$ cat src/rtl/hack_io_pkg.sv
// Shared types and constants for the Hack I/O blocks (UART receiver and friends).
package hack_io_pkg;

  // Receiver FSM states.
  typedef enum logic [1:0] {
    IDLE  = 2'd0,
    START = 2'd1,
    DATA  = 2'd2,
    STOP  = 2'd3
  } uart_rx_state_t;

  // 12.5 MHz / 115200 baud, rounded to the nearest whole cycle.
  localparam int CLKS_PER_BIT_115200 = 109;

  // Bit positions of the status flags inside rx_word.
  localparam int NOT_EMPTY_BIT = 15;
  localparam int OVERRUN_BIT   = 14;
  localparam int FRAME_ERR_BIT = 13;

endpackage

$ cat src/rtl/sync_fifo.sv
// Single-clock first-word-fall-through FIFO. DEPTH must be a power of two so
// the pointers wrap naturally. A pop on an empty FIFO is ignored; a push into a
// full FIFO is dropped (reported on overflow) unless a pop frees a slot in the
// same cycle.
module sync_fifo #(
  parameter int WIDTH = 8,
  parameter int DEPTH = 8
) (
  input  logic             clk,
  input  logic             reset,
  input  logic             push,
  input  logic [WIDTH-1:0] din,
  input  logic             pop,
  output logic [WIDTH-1:0] dout,
  output logic             not_empty,
  output logic             overflow
);

  localparam int AW = (DEPTH > 1) ? $clog2(DEPTH) : 1;
  localparam int CW = $clog2(DEPTH + 1);

  logic [WIDTH-1:0] mem_q [DEPTH];
  logic [AW-1:0]    wr_ptr_q, wr_ptr_d;
  logic [AW-1:0]    rd_ptr_q, rd_ptr_d;
  logic [CW-1:0]    count_q, count_d;
  logic             full;
  logic             push_en;
  logic             pop_en;

  // Qualify the strobes, advance pointers/count and present the head word.
  // NOTE: every signal written here gets a default first, so no path can infer a latch.
  always_comb begin
    full      = (count_q == CW'(DEPTH));
    not_empty = (count_q != '0);
    pop_en    = pop & not_empty;
    push_en   = push & (~full | pop_en);
    overflow  = push & ~push_en;
    wr_ptr_d  = push_en ? wr_ptr_q + AW'(1) : wr_ptr_q;
    rd_ptr_d  = pop_en  ? rd_ptr_q + AW'(1) : rd_ptr_q;
    count_d   = count_q;
    case ({push_en, pop_en})
      2'b10:   count_d = count_q + CW'(1);
      2'b01:   count_d = count_q - CW'(1);
      default: count_d = count_q;
    endcase
    dout = not_empty ? mem_q[rd_ptr_q] : '0;
  end

  // Pointer and occupancy registers.
  // NOTE: sequential state is assigned with <= so every flop samples pre-edge values.
  always_ff @(posedge clk) begin
    if (reset) begin
      wr_ptr_q <= '0;
      rd_ptr_q <= '0;
      count_q  <= '0;
    end else begin
      wr_ptr_q <= wr_ptr_d;
      rd_ptr_q <= rd_ptr_d;
      count_q  <= count_d;
    end
  end

  // Storage array write port.
  // NOTE: the array has no reset; count gates the output, so stale contents are never visible.
  always_ff @(posedge clk) begin
    if (push_en) mem_q[wr_ptr_q] <= din;
  end

endmodule

$ cat src/rtl/uart_rx_io.sv
// 8N1 UART receiver feeding a small FIFO, exposing a 16-bit status/data word to
// the memory-mapped I/O bridge. Start bit is confirmed at mid-bit, data and stop
// bits are then sampled one bit period apart. Overrun and framing errors are
// sticky until clr_err; a new error in the same cycle as clr_err keeps the flag.
module uart_rx_io
  import hack_io_pkg::*;
#(
  parameter int CLKS_PER_BIT = CLKS_PER_BIT_115200,
  parameter int FIFO_DEPTH   = 8
) (
  input  logic        clk,
  input  logic        reset,
  input  logic        rx,
  input  logic        rd_pop,
  input  logic        clr_err,
  output logic [15:0] rx_word,
  output logic        rx_irq_led
);

  localparam int CW   = $clog2(CLKS_PER_BIT);
  localparam int HALF = CLKS_PER_BIT / 2;

  uart_rx_state_t state_q, state_d;
  logic [CW-1:0]  cnt_q, cnt_d;
  logic [2:0]     idx_q, idx_d;
  logic [7:0]     shift_q, shift_d;
  logic           sync1_q, sync2_q;
  logic           rx_prev_q;
  logic [2:0]     rx_vld_q, rx_vld_d;
  logic           overrun_q, overrun_d;
  logic           frame_err_q, frame_err_d;
  logic           rx_s;
  logic           fall;
  logic           mid_tick;
  logic           bit_tick;
  logic           push;
  logic           frame_set;
  logic           fifo_overflow;
  logic           fifo_not_empty;
  logic [7:0]     fifo_head;

  // rx_vld_q marks when sync2 and rx_prev hold real pin samples rather than
  // reset values, so a line held low through reset cannot fake a start edge.
  assign rx_s     = sync2_q;
  assign rx_vld_d = {rx_vld_q[1:0], 1'b1};
  assign fall     = rx_vld_q[2] & rx_prev_q & ~rx_s;
  assign mid_tick = (cnt_q == CW'(HALF - 1));
  assign bit_tick = (cnt_q == CW'(CLKS_PER_BIT - 1));

  // Two-flop synchronizer plus the previous-sample register for edge detection.
  always_ff @(posedge clk) begin
    if (reset) begin
      sync1_q   <= 1'b1;
      sync2_q   <= 1'b1;
      rx_prev_q <= 1'b1;
      rx_vld_q  <= '0;
    end else begin
      sync1_q   <= rx;
      sync2_q   <= sync1_q;
      rx_prev_q <= rx_s;
      rx_vld_q  <= rx_vld_d;
    end
  end

  // FSM state register.
  always_ff @(posedge clk) begin
    if (reset) state_q <= IDLE;
    else       state_q <= state_d;
  end

  // FSM next-state logic.
  always_comb begin
    state_d = state_q;
    case (state_q)
      IDLE:    if (fall) state_d = START;
      START:   if (mid_tick) state_d = rx_s ? IDLE : DATA;
      DATA:    if (bit_tick && idx_q == 3'd7) state_d = STOP;
      STOP:    if (bit_tick) state_d = IDLE;
      default: state_d = IDLE;
    endcase
  end

  // FSM outputs: bit timer, bit index, shift register, push and frame-error events.
  always_comb begin
    cnt_d     = cnt_q + CW'(1);
    idx_d     = idx_q;
    shift_d   = shift_q;
    push      = 1'b0;
    frame_set = 1'b0;
    case (state_q)
      IDLE: begin
        cnt_d = '0;
        idx_d = '0;
      end
      START: begin
        idx_d = '0;
        if (mid_tick) cnt_d = '0;
      end
      DATA: begin
        if (bit_tick) begin
          cnt_d   = '0;
          shift_d = {rx_s, shift_q[7:1]};
          idx_d   = idx_q + 3'd1;
        end
      end
      STOP: begin
        if (bit_tick) begin
          cnt_d     = '0;
          push      = rx_s;
          frame_set = ~rx_s;
        end
      end
      default: cnt_d = '0;
    endcase
  end

  // Datapath registers of the receiver.
  always_ff @(posedge clk) begin
    if (reset) begin
      cnt_q   <= '0;
      idx_q   <= '0;
      shift_q <= '0;
    end else begin
      cnt_q   <= cnt_d;
      idx_q   <= idx_d;
      shift_q <= shift_d;
    end
  end

  // Sticky error flags: a set event wins over a simultaneous clear.
  always_comb begin
    overrun_d   = fifo_overflow | (overrun_q & ~clr_err);
    frame_err_d = frame_set     | (frame_err_q & ~clr_err);
  end

  // Error flag registers.
  always_ff @(posedge clk) begin
    if (reset) begin
      overrun_q   <= 1'b0;
      frame_err_q <= 1'b0;
    end else begin
      overrun_q   <= overrun_d;
      frame_err_q <= frame_err_d;
    end
  end

  sync_fifo #(
    .WIDTH (8),
    .DEPTH (FIFO_DEPTH)
  ) u_fifo (
    .clk       (clk),
    .reset     (reset),
    .push      (push),
    .din       (shift_q),
    .pop       (rd_pop),
    .dout      (fifo_head),
    .not_empty (fifo_not_empty),
    .overflow  (fifo_overflow)
  );

  // Assemble the bridge-visible status/data word.
  always_comb begin
    rx_word                = '0;
    rx_word[NOT_EMPTY_BIT] = fifo_not_empty;
    rx_word[OVERRUN_BIT]   = overrun_q;
    rx_word[FRAME_ERR_BIT] = frame_err_q;
    rx_word[7:0]           = fifo_head;
    rx_irq_led             = fifo_not_empty;
  end

endmodule

$ cat config.mk
export PLATFORM = sky130hd
export DESIGN_NAME = uart_rx_io
export DESIGN_NICKNAME = d
export VERILOG_FILES = /design/src/rtl/hack_io_pkg.sv /design/src/rtl/sync_fifo.sv /design/src/rtl/uart_rx_io.sv
export SDC_FILE = /design/constraint.sdc
export NUM_CORES = 1
export LEC_CHECK = 0
export ABC_AREA = 1
export ABC_CLOCK_PERIOD_IN_PS = 2430
export BUFFER_PORTS_ARGS = -buffer_cell sky130_fd_sc_hd__buf_4
export CAP_MARGIN = 20
export CORE_UTILIZATION = 40
export DETAILED_ROUTE_END_ITERATION = 7
export GPL_ROUTABILITY_DRIVEN = 0
export PLACE_DENSITY_LB_ADDON = 0.25
export SYNTH_ARGS = -nofsm -noshare
export SYNTH_HDL_FRONTEND = slang
export SYNTH_SLANG_ARGS = --single-unit
$ cat constraint.sdc
create_clock -name clk -period 2.43 [get_ports clk]
set_input_delay 0.486 -clock clk [delete_from_list [all_inputs] [get_ports clk]]
set_output_delay 0.486 -clock clk [all_outputs]
set_load 0.01 [all_outputs]
==> flow_summary.yaml <==
run_status:
  outcome: "finished clean"
layout:
  drive_gt1_share_pct: 13.1
  multiInputGateArea_um2: 1420
  fin_nets: 475
  fillers: 967
  area_delta_synth_final_pct: 11.7
  utilization_pct: 46.8
  antenna_cells: 0
  regArea_um2: 2740
drt:
  wl_per_cell_um: 13.3
  drt_iter0_drc: 153
  drc: 0
  vias_per_cell: 4.80
  dr.pass1.iters: 4
  ant_nets: 0
  num_vias: 2882
  drt-total-wl_um: 8000
timing:
  maxSlewViolCount: 0
  rsz0062_at_grt: "false"
  finClkSkew_ns: 0.00981
  timing.final.crit_share_pct: 91.6
  tns_ns: 0
  clock.fmax_mhz: 449
  post-route-min-period_ns: 2.23
  setup_violations: 0
  hold_violations: 0
worst_hold_path:
  hold_path_class: "in2reg"
die:
  fp.dieH_um: 107
  core-area_um2: 10500
  die_width_um: 107
  num_io_pins: 22
  dieArea_um2: 11400
  start_util_pct: 41.9
  rows: 37
clock_tree:
  post_cts_buffers: 0
  holdBufCountCts: 0
  htreeDepth: 3
  numClockSinks: 105
  cts_tree: "yes"
  root_buffer: "clkbuf_8"
  cts_repair_resize_count: 0
  clk_latency_ns: 0.36
  clk_pin_slew_worst_paths_ns: 0.10
  cts_buffer_depth: 2
  cts_buffers: 9
grt:
  grtUsageTotal_pct: 15.2
  antenna_found_initial: 0
  grt-ovfl-total: 0
  grt_pass1_wl_um: 13300
  grt_max_degree: 33
  grt_pass1_vias: 2741
critical_path:
  endpoint_kind: "primary output"
  critPathLaunchType: "register"
  path_max_fanout: 32
  required_ns: 1.94
  criticalPathCategory: "reg2out"
  crit_arrival_ns: 1.74
yosys:
  ys_types: 33
  synth_top_family_by_area: "simple AND/OR/NAND/NOR gates"
  ys_warn_count: 0
  synth_compound_area_share_pct: 9.60
  synth_xor_area_share_pct: 1.39
  synth_seq_cells: 105
  syn_avg_cell_area_um2: 10.0
  syn_inst: 439
  synthAdderAreaFrac_pct: 2.84
  yosys.area_share.simple_pct: 17.9
  ys_seq_area_share_pct: 62.3
  syn_area_um2: 4400
  muxShareOfSynthArea_pct: 0
power:
  irDropWorstVdd_uv: 443
  pwr_density_cell_nw_per_um2: 876
  p_leak_nw: 2.08
place:
  io_buffers: 16
  hpwl_um: 5510
job:
  max_cap_violations: 0
[where the power goes]
part / internal [mW] / switching (mW)
registers: 1.92 / 0.0543
clock network: 0.580 / 0.576
logic: 0.467 / 0.713
[final cells by class]
type,instances,area share [%]
timing repair buffer,28,4.78
clock inverter,7,1.91
inverter,35,2.77
tap,136,3.46
clock buffer,9,2.52
multi-input combinational,281,28.8
sequential,105,55.8
[layer usage]
metal  up-vias  track usage [%]  wire (um)
li1       1497                -          -
met1      1330             19.7       3860
met2        44             25.0       3740
met3        11             3.28        251
met4         0             5.87        150
met5         -                0          0
[logic make-up (layout without fill, tap and decap cells)]
group	Yosys count	after routing
other	1	5
AO/OA/AOI/OAI	78	78
flip-flops	105	105
adder cells (fa/ha/maj)	10	10
buffers and inverters	57	79
AND/OR/NAND/NOR	181	181
XOR/XNOR	7	7
[worst max-delay path: stages (launching register included)]
cell	delay (ns)
dfxtp_1	0.53
inv_2	0.08
buf_12	0.17
o21ai_0	0.19
o22ai_1	0.09
nor2_1	0.11
nor2_1	0.07
buf_4	0.14
[cell usage after synthesis]
cell / n / area, um2
xnor2_1: 2 / 17.5
or2_4: 1 / 8.76
buf_4: 8 / 60.1
clkbuf_1: 10 / 37.5
buf_2: 3 / 15.0
ha_1: 10 / 125
nor2_4: 3 / 33.8
o21ai_0: 29 / 145
nand2_2: 1 / 6.26
buf_6: 1 / 11.3
nor3_1: 1 / 5.00
nand2_4: 1 / 11.3
nand3_1: 11 / 55.1
nand4_1: 4 / 25.0
nand3_2: 1 / 10.0
nand2_1: 47 / 176
o21ai_1: 18 / 90.1
inv_1: 31 / 116
xor2_1: 5 / 43.8
o211ai_1: 8 / 60.1
nand3_4: 1 / 17.5
or2_2: 2 / 12.5
edfxtp_1: 64 / 1920
nand3b_1: 3 / 22.5
a21oi_1: 14 / 70.1
clkinv_4: 1 / 8.76
conb_1: 1 / 3.75
nor2_1: 101 / 379
dfxtp_1: 41 / 821
nor2_2: 4 / 25.0
inv_2: 3 / 11.3
o22ai_1: 8 / 50.1
o31ai_1: 1 / 7.51
[through the flow]
step	cell area, um2	setup slack (ns)	hold slack [ns]	total power, mW	cells
global route	4920	0.0408	0.281	4.56	601
CTS	4920	0.171	0.283	4.36	601
detailed placement	4700	0.245	0.395	3.20	585
global placement	4700	0.322	0.392	3.18	585
finish	4920	0.205	0.303	4.31	601
floorplan	4420	0.452	0.388	2.78	443
[registers in the layout, indices dropped and copies added (netlist names), named ones only]
name and flops:
u_fifo.count_q 4, idx_q 3, rx_vld_q 3, rx_prev_q 1, u_fifo.mem_q 64, u_fifo.wr_ptr_q 3
shift_q 8, sync1_q 1, state_q 1, overrun_q 1, u_fifo.rd_ptr_q 3, cnt_q 7
rx_s 1, frame_err_q 1
[layout by cell type, fill, tap and decap left out, drive strengths merged, types with 5 or more instances in the layout]
cell	instances
inv	35
dfxtp	41
conb	5
xor2	5
nor2	108
ha	10
o22ai	8
nand2	49
nand3	13
o211ai	8
a21oi	14
buf	28
o21ai	47
clkbuf	9
edfxtp	64
[final timing paths]
check        cells after the start  slack [ns]           startpoint                             end
max                              7        0.20             register                      rx_word[6]
min                              2        0.30                   rx              sync1_q$_SDFF_PP1_
max reg2reg                     16        0.26  cnt_q[0]$_SDFF_PP0_  u_fifo.count_q[2]$_SDFFE_PP0P_
min reg2reg                      2        0.41  rx_vld_q[0]$_DFF_P_          rx_vld_q[1]$_SDFF_PP0_
Power figures use the tool's default switching activity.
